--- config.mk ---
export PLATFORM = sky130hd
export DESIGN_NAME = cc_punct_enc
export DESIGN_NICKNAME = d
export VERILOG_FILES = /design/src/rtl/cc_punct_enc.sv
export SDC_FILE = /design/constraint.sdc
export NUM_CORES = 1
export LEC_CHECK = 0
export ABC_AREA = 1
export BUFFER_PORTS_ARGS = -buffer_cell sky130_fd_sc_hd__buf_4
export CAP_MARGIN = 30
export CORE_ASPECT_RATIO = 0.5
export CORE_MARGIN = 4
export CORE_UTILIZATION = 45
export CTS_CLUSTER_DIAMETER = 60
export DETAILED_ROUTE_END_ITERATION = 6
export GPL_TIMING_DRIVEN = 0
export RECOVER_POWER = 100
export SLEW_MARGIN = 20
export SYNTH_ARGS = -nofsm -noshare
export SYNTH_HDL_FRONTEND = slang
export SYNTH_SLANG_ARGS = --single-unit
--- constraint.sdc ---
create_clock -name clk_i -period 3.5 [get_ports clk_i]
set_input_delay 0.7 -clock clk_i [delete_from_list [all_inputs] [get_ports clk_i]]
set_output_delay 0.7 -clock clk_i [all_outputs]
set_load 0.05 [all_outputs]
--- src/rtl/cc_punct_enc.sv ---
// K=7 convolutional encoder (G1=171, G2=133 octal) with a multi-bit input beat, zero-tail flush
// and run-time puncturing to rate 1/2, 2/3, 3/4 or 5/6; emits a bit-serial stream.
module cc_punct_enc #(
  parameter int unsigned IN_W    = 1,
  parameter bit          TAIL_EN = 1'b1
) (
  input  logic            clk_i,
  input  logic            rst_ni,
  input  logic [1:0]      cc_rate_i,
  input  logic [IN_W-1:0] in_data_i,
  input  logic            in_valid_i,
  input  logic            in_last_i,
  output logic            in_ready_o,
  output logic            out_bit_o,
  output logic            out_valid_o,
  output logic            out_last_o,
  input  logic            out_ready_i
);

  localparam int unsigned CntW = $clog2(IN_W + 1);

  typedef enum logic [1:0] {StIdle, StRun, StTail, StDrain} state_e;

  state_e            state_q, state_d;
  logic [5:0]        s_q, s_d;
  logic [2:0]        p_q, p_d;
  logic [1:0]        rate_q, rate_d;
  logic [IN_W-1:0]   buf_q, buf_d;
  logic [CntW-1:0]   cnt_q, cnt_d;
  logic              last_q, last_d;
  logic [2:0]        tail_q, tail_d;
  logic [1:0]        pend_q, pend_d;
  logic [1:0]        pend_cnt_q, pend_cnt_d;
  logic              pend_last_q, pend_last_d;
  logic              rdy_en_q;

  logic step_ok, step_run, step_tail, step, fire, accept;
  logic bit_in, x, y, keep_x, keep_y, p_wrap;

  assign out_valid_o = (pend_cnt_q != 2'd0);
  assign out_bit_o   = pend_q[0] & out_valid_o;
  assign out_last_o  = pend_last_q && (pend_cnt_q == 2'd1);
  assign fire        = out_valid_o && out_ready_i;

  // A step may only run if the pending register ends the cycle empty.
  assign step_ok   = (pend_cnt_q == 2'd0) || ((pend_cnt_q == 2'd1) && out_ready_i);
  assign step_run  = (state_q == StRun) && (cnt_q != '0) && step_ok;
  assign step_tail = (state_q == StTail) && step_ok;
  assign step      = step_run || step_tail;

  assign bit_in = step_run ? buf_q[0] : 1'b0;
  assign x      = bit_in ^ s_q[0] ^ s_q[1] ^ s_q[2] ^ s_q[5];
  assign y      = bit_in ^ s_q[1] ^ s_q[2] ^ s_q[4] ^ s_q[5];

  // Position 0 keeps both; beyond that odd positions keep Y and even ones keep X.
  assign keep_x = ~p_q[0];
  assign keep_y = (p_q == 3'd0) || p_q[0];

  always_comb begin
    p_wrap = 1'b1;
    case (rate_q)
      2'd0:    p_wrap = 1'b1;
      2'd1:    p_wrap = (p_q == 3'd1);
      2'd2:    p_wrap = (p_q == 3'd2);
      default: p_wrap = (p_q == 3'd4);
    endcase
  end

  assign in_ready_o = rdy_en_q && ((state_q == StIdle) || (state_q == StRun)) && !last_q &&
                      ((cnt_q == '0) || ((cnt_q == CntW'(1)) && step_run));
  assign accept     = in_valid_i && in_ready_o;

  always_comb begin
    state_d     = state_q;
    s_d         = s_q;
    p_d         = p_q;
    rate_d      = rate_q;
    buf_d       = buf_q;
    cnt_d       = cnt_q;
    last_d      = last_q;
    tail_d      = tail_q;
    pend_d      = pend_q;
    pend_cnt_d  = pend_cnt_q;
    pend_last_d = pend_last_q;

    if (step) begin
      s_d = {s_q[4:0], bit_in};
      p_d = p_wrap ? 3'd0 : p_q + 3'd1;
      if (keep_x && keep_y) begin
        pend_d     = {y, x};
        pend_cnt_d = 2'd2;
      end else begin
        pend_d     = {1'b0, keep_x ? x : y};
        pend_cnt_d = 2'd1;
      end
    end else if (fire) begin
      pend_d     = {1'b0, pend_q[1]};
      pend_cnt_d = pend_cnt_q - 2'd1;
    end

    if (step_run) begin
      buf_d = buf_q >> 1;
      cnt_d = cnt_q - CntW'(1);
      if ((cnt_q == CntW'(1)) && last_q) begin
        last_d = 1'b0;
        if (TAIL_EN) begin
          state_d = StTail;
          tail_d  = 3'd0;
        end else begin
          state_d     = StDrain;
          pend_last_d = 1'b1;
        end
      end
    end

    if (step_tail) begin
      tail_d = tail_q + 3'd1;
      if (tail_q == 3'd5) begin
        state_d     = StDrain;
        pend_last_d = 1'b1;
      end
    end

    if ((state_q == StDrain) && fire && out_last_o) begin
      state_d     = StIdle;
      s_d         = '0;
      p_d         = '0;
      pend_last_d = 1'b0;
    end

    // A newly accepted beat overrides the shift of the one being consumed.
    if (accept) begin
      buf_d  = in_data_i;
      cnt_d  = CntW'(IN_W);
      last_d = in_last_i;
      if (state_q == StIdle) begin
        rate_d  = cc_rate_i;
        state_d = StRun;
      end
    end
  end

  always_ff @(posedge clk_i or negedge rst_ni) begin
    if (!rst_ni) begin
      state_q     <= StIdle;
      s_q         <= '0;
      p_q         <= '0;
      rate_q      <= '0;
      buf_q       <= '0;
      cnt_q       <= '0;
      last_q      <= 1'b0;
      tail_q      <= '0;
      pend_q      <= '0;
      pend_cnt_q  <= '0;
      pend_last_q <= 1'b0;
      rdy_en_q    <= 1'b0;
    end else begin
      state_q     <= state_d;
      s_q         <= s_d;
      p_q         <= p_d;
      rate_q      <= rate_d;
      buf_q       <= buf_d;
      cnt_q       <= cnt_d;
      last_q      <= last_d;
      tail_q      <= tail_d;
      pend_q      <= pend_d;
      pend_cnt_q  <= pend_cnt_d;
      pend_last_q <= pend_last_d;
      rdy_en_q    <= 1'b1;
    end
  end

endmodule

==> results.py <==
metrics = {
    "placement": {
        "gp_congestion": 0.720,
        "hpwl_mm": 1.98,
        "portBuffers": 11,
        "place_area_mm2": 0.00153,
    },
    "clock_network": {
        "cts-hold-fix-buffers": 0,
        "path_clk_slew_ns": 0.09,
        "cts_buffer_depth": 2,
        "tritoncts": "built",
        "insertion_delay_ns": 0.27,
        "cts_root_buffer": "clkbuf_8",
        "cts_setup_buffers": 0,
        "postCtsResizedCells": 0,
        "htreeDepth": 1,
        "cts_num_sinks": 25,
        "cts_buffers": 3,
    },
    "setup_path": {
        "path_class": "reg2reg",
        "r2r-start": "pend_cnt_q[0]$_DFFE_PN0P_",
        "reg2reg_slack_ns": 0.70,
        "arrival_ns": 2.96,
        "end_kind": "flop",
        "path_max_fanout": 8,
        "start_kind": "flop",
        "r2r-end": "s_q[1]$_DFFE_PN0P_",
        "cp.required_ns": 3.66,
        "reg2regPathDepth": 8,
    },
    "synth": {
        "seq_area_frac_synth_pct": 44.5,
        "synth_nets": 180,
        "syn_inst": 163,
        "syn_area_mm2": 0.00141,
        "ys.warnings.count": 0,
        "yosysUniqueCellTypes": 28,
        "ys_seq_elements": 25,
        "synth.avg_cell_area_um2": 8.62,
    },
    "global_route": {
        "grt_pass1_wl_mm": 4.80,
        "track_usage_pct": 15.5,
        "antenna_found_initial": 0,
        "grt_overflow": 0,
        "grt_pass1_vias": 1034,
        "grt_max_degree": 26,
    },
    "finish": {
        "mostFrequentLayoutCell": "nand2_1",
        "layout_common_cells": "nand2_1, inv_1, dfrtp_1",
        "drive_gt1_share_pct": 7.87,
        "final_nets": 196,
        "final_area_mm2": 0.00150,
        "antenna_cells": 0,
        "syn_to_final_growth_pct": 6.59,
    },
    "run": {
        "maxCapViolCount": 0,
    },
    "floorplanning": {
        "pin_count": 12,
        "fp.dieH_um": 47.5,
        "core_area_mm2": 0.00278,
        "rows": 13,
        "fp.dieW_um": 87.0,
        "initial_core_util_pct": 50.5,
        "fp.dieArea_mm2": 0.00413,
    },
    "timing": {
        "drv_slew": 0,
        "max_freq_mhz": 357,
        "min_period_ns": 2.80,
        "rsz0062_at_grt": "no",
        "finalHoldViolCount": 0,
        "setup-tns-final_ns": 0,
        "fin_skew_ns": 0.00280,
        "tightest_slew_ns": 1.44,
        "setup_viol": 0,
        "slew_headroom_pct": 3.39,
        "fin_crit_sh_pct": 80.0,
    },
    "pwr": {
        "vdd_drop_max_mv": 0.356,
        "leakagePower_nw": 0.782,
        "powerDensity_mw_per_mm2": 896,
    },
    "hold_path": {
        "worst_hold_path.endpoint": "tail_q[2]$_DFFE_PN0P_",
        "min_delay_path_depth": 1,
        "worstHoldStart": "tail_q[2]$_DFFE_PN0P_",
        "hp-class": "reg2reg",
    },
    "routing": {
        "vias": 1037,
        "dr.first_iter.drc_count": 43,
        "viasPerCell": 4.82,
        "avgRoutedWirePerCell_um": 12.2,
        "wirelength_mm": 2.63,
        "detail-route-antenna-nets": 0,
        "drt_first_pass_iters": 4,
        "drc": 0,
    },
    "outcome": {
        "status": "finished, final reports clean",
    },
}
-- stage by stage --
| stage | instances | total power, mW | util, % | hold slack, ns | setup slack, ns |
|---|---|---|---|---|---|
| after floorplan | 163 | 1.08 | - | 0.404 | 1.39 |
| after global placement | 211 | 1.24 | 55.2 | 0.450 | 1.28 |
| after detailed placement | 211 | 1.26 | 55.2 | 0.455 | 1.29 |
| after CTS | 215 | 1.44 | 56.8 | 0.323 | 1.08 |
| after global routing | 215 | 1.50 | 53.8 | 0.519 | 0.500 |
| final | 215 | 1.34 | 53.8 | 0.464 | 0.698 |
-- worst max-delay path by stage --
| stage | cells past startpoint | slack [ns] | startpoint | end |
|---|---|---|---|---|
| 2_1_floorplan | 6 | 1.39 | pend_cnt_q[0]$_DFFE_PN0P_ | in_ready_o |
| 3_3_place_gp | 6 | 1.28 | out_ready_i | in_ready_o |
| 3_5_place_dp | 6 | 1.29 | out_ready_i | in_ready_o |
| 4_1_cts | 7 | 1.08 | pend_cnt_q[0]$_DFFE_PN0P_ | in_ready_o |
| 5_1_grt | 8 | 0.50 | pend_cnt_q[0]$_DFFE_PN0P_ | s_q[1]$_DFFE_PN0P_ |
| 6_report | 8 | 0.70 | pend_cnt_q[0]$_DFFE_PN0P_ | s_q[1]$_DFFE_PN0P_ |
-- final cells by class --
type	instances	area (um^2)
Clock buffer	4	45.0
Fill cell	288	1280
Inverter	31	118
Multi-Input combinational cell	107	599
Sequential cell	25	626
Tap cell	37	46.3
Timing Repair Buffer	11	63.8
-- sequential cells by signal (all words and copies together), names as in the netlist --
name and cells:
tail_q 3, rate_q 2, last_q 1, pend_cnt_q 2, pend_q 2, rdy_en_q 1, p_q 3, state_q 2
buf_q 1, cnt_q 1, pend_last_q 1, s_q 6
-- critical path: stages (launching register included) --
cell	delay, ns
dfrtp_1	0.36
inv_1	0.07
ha_1	0.23
inv_1	0.09
nand2_1	0.18
nor4_1	1.13
nor2_1	0.30
inv_1	0.24
o21ai_1	0.09
-- synthesized netlist by cell type --
| library cell | number | area, um^2 |
|---|---|---|
| nand2_4 | 2 | 22.5 |
| o21a_1 | 1 | 7.51 |
| xnor2_1 | 3 | 26.3 |
| nor4_4 | 1 | 21.3 |
| nand2_2 | 1 | 6.26 |
| nand3_2 | 1 | 10.0 |
| nand2_1 | 32 | 120 |
| o21ai_1 | 4 | 20.0 |
| o31ai_1 | 2 | 15.0 |
| nand3_1 | 16 | 80.1 |
| dfrtp_1 | 25 | 626 |
| o21ai_0 | 10 | 50.1 |
| o22ai_1 | 1 | 6.26 |
| inv_4 | 1 | 6.26 |
| a211oi_1 | 1 | 7.51 |
| nor2_1 | 5 | 18.8 |
| inv_1 | 25 | 93.8 |
| a21oi_1 | 4 | 20.0 |
| nor3_1 | 1 | 5.00 |
| inv_2 | 5 | 18.8 |
| nand4_1 | 1 | 6.26 |
| ha_1 | 9 | 113 |
| nor2_4 | 2 | 22.5 |
| a21oi_4 | 1 | 16.3 |
| nand3b_1 | 2 | 15.0 |
| conb_1 | 1 | 3.75 |
| xor2_1 | 4 | 35.0 |
| nor2_2 | 2 | 12.5 |
-- where the power goes --
part	total, mW	leakage [nW]	switching, mW	internal [mW]
sequential	0.491	0.315	0.0833	0.408
combinational	0.676	0.445	0.447	0.230
clock	0.174	0.0228	0.0921	0.0816
total	1.34	0.782	0.622	0.719
-- logic make-up (layout without fill, tap and decap cells) --
logic type	after synthesis	in the layout	synth area share [%]
xor+xnor	7	7	4.36
compound gates	24	24	10.2
buf+inv	31	46	8.46
fa+ha+maj	9	9	8.01
flops	25	25	44.5
other cells	1	1	0.267
simple gates	66	66	24.2
-- routing by layer --
layer | track usage, % | vias to the layer above | wire (um)
met5 | 0 | - | 0
met2 | 25.9 | 9 | 1100
met1 | 20.1 | 479 | 1420
met4 | 4.66 | 0 | 22
li1 | - | 545 | -
met3 | 4.64 | 4 | 80
Note: power is estimated with default switching activity, not from simulation.
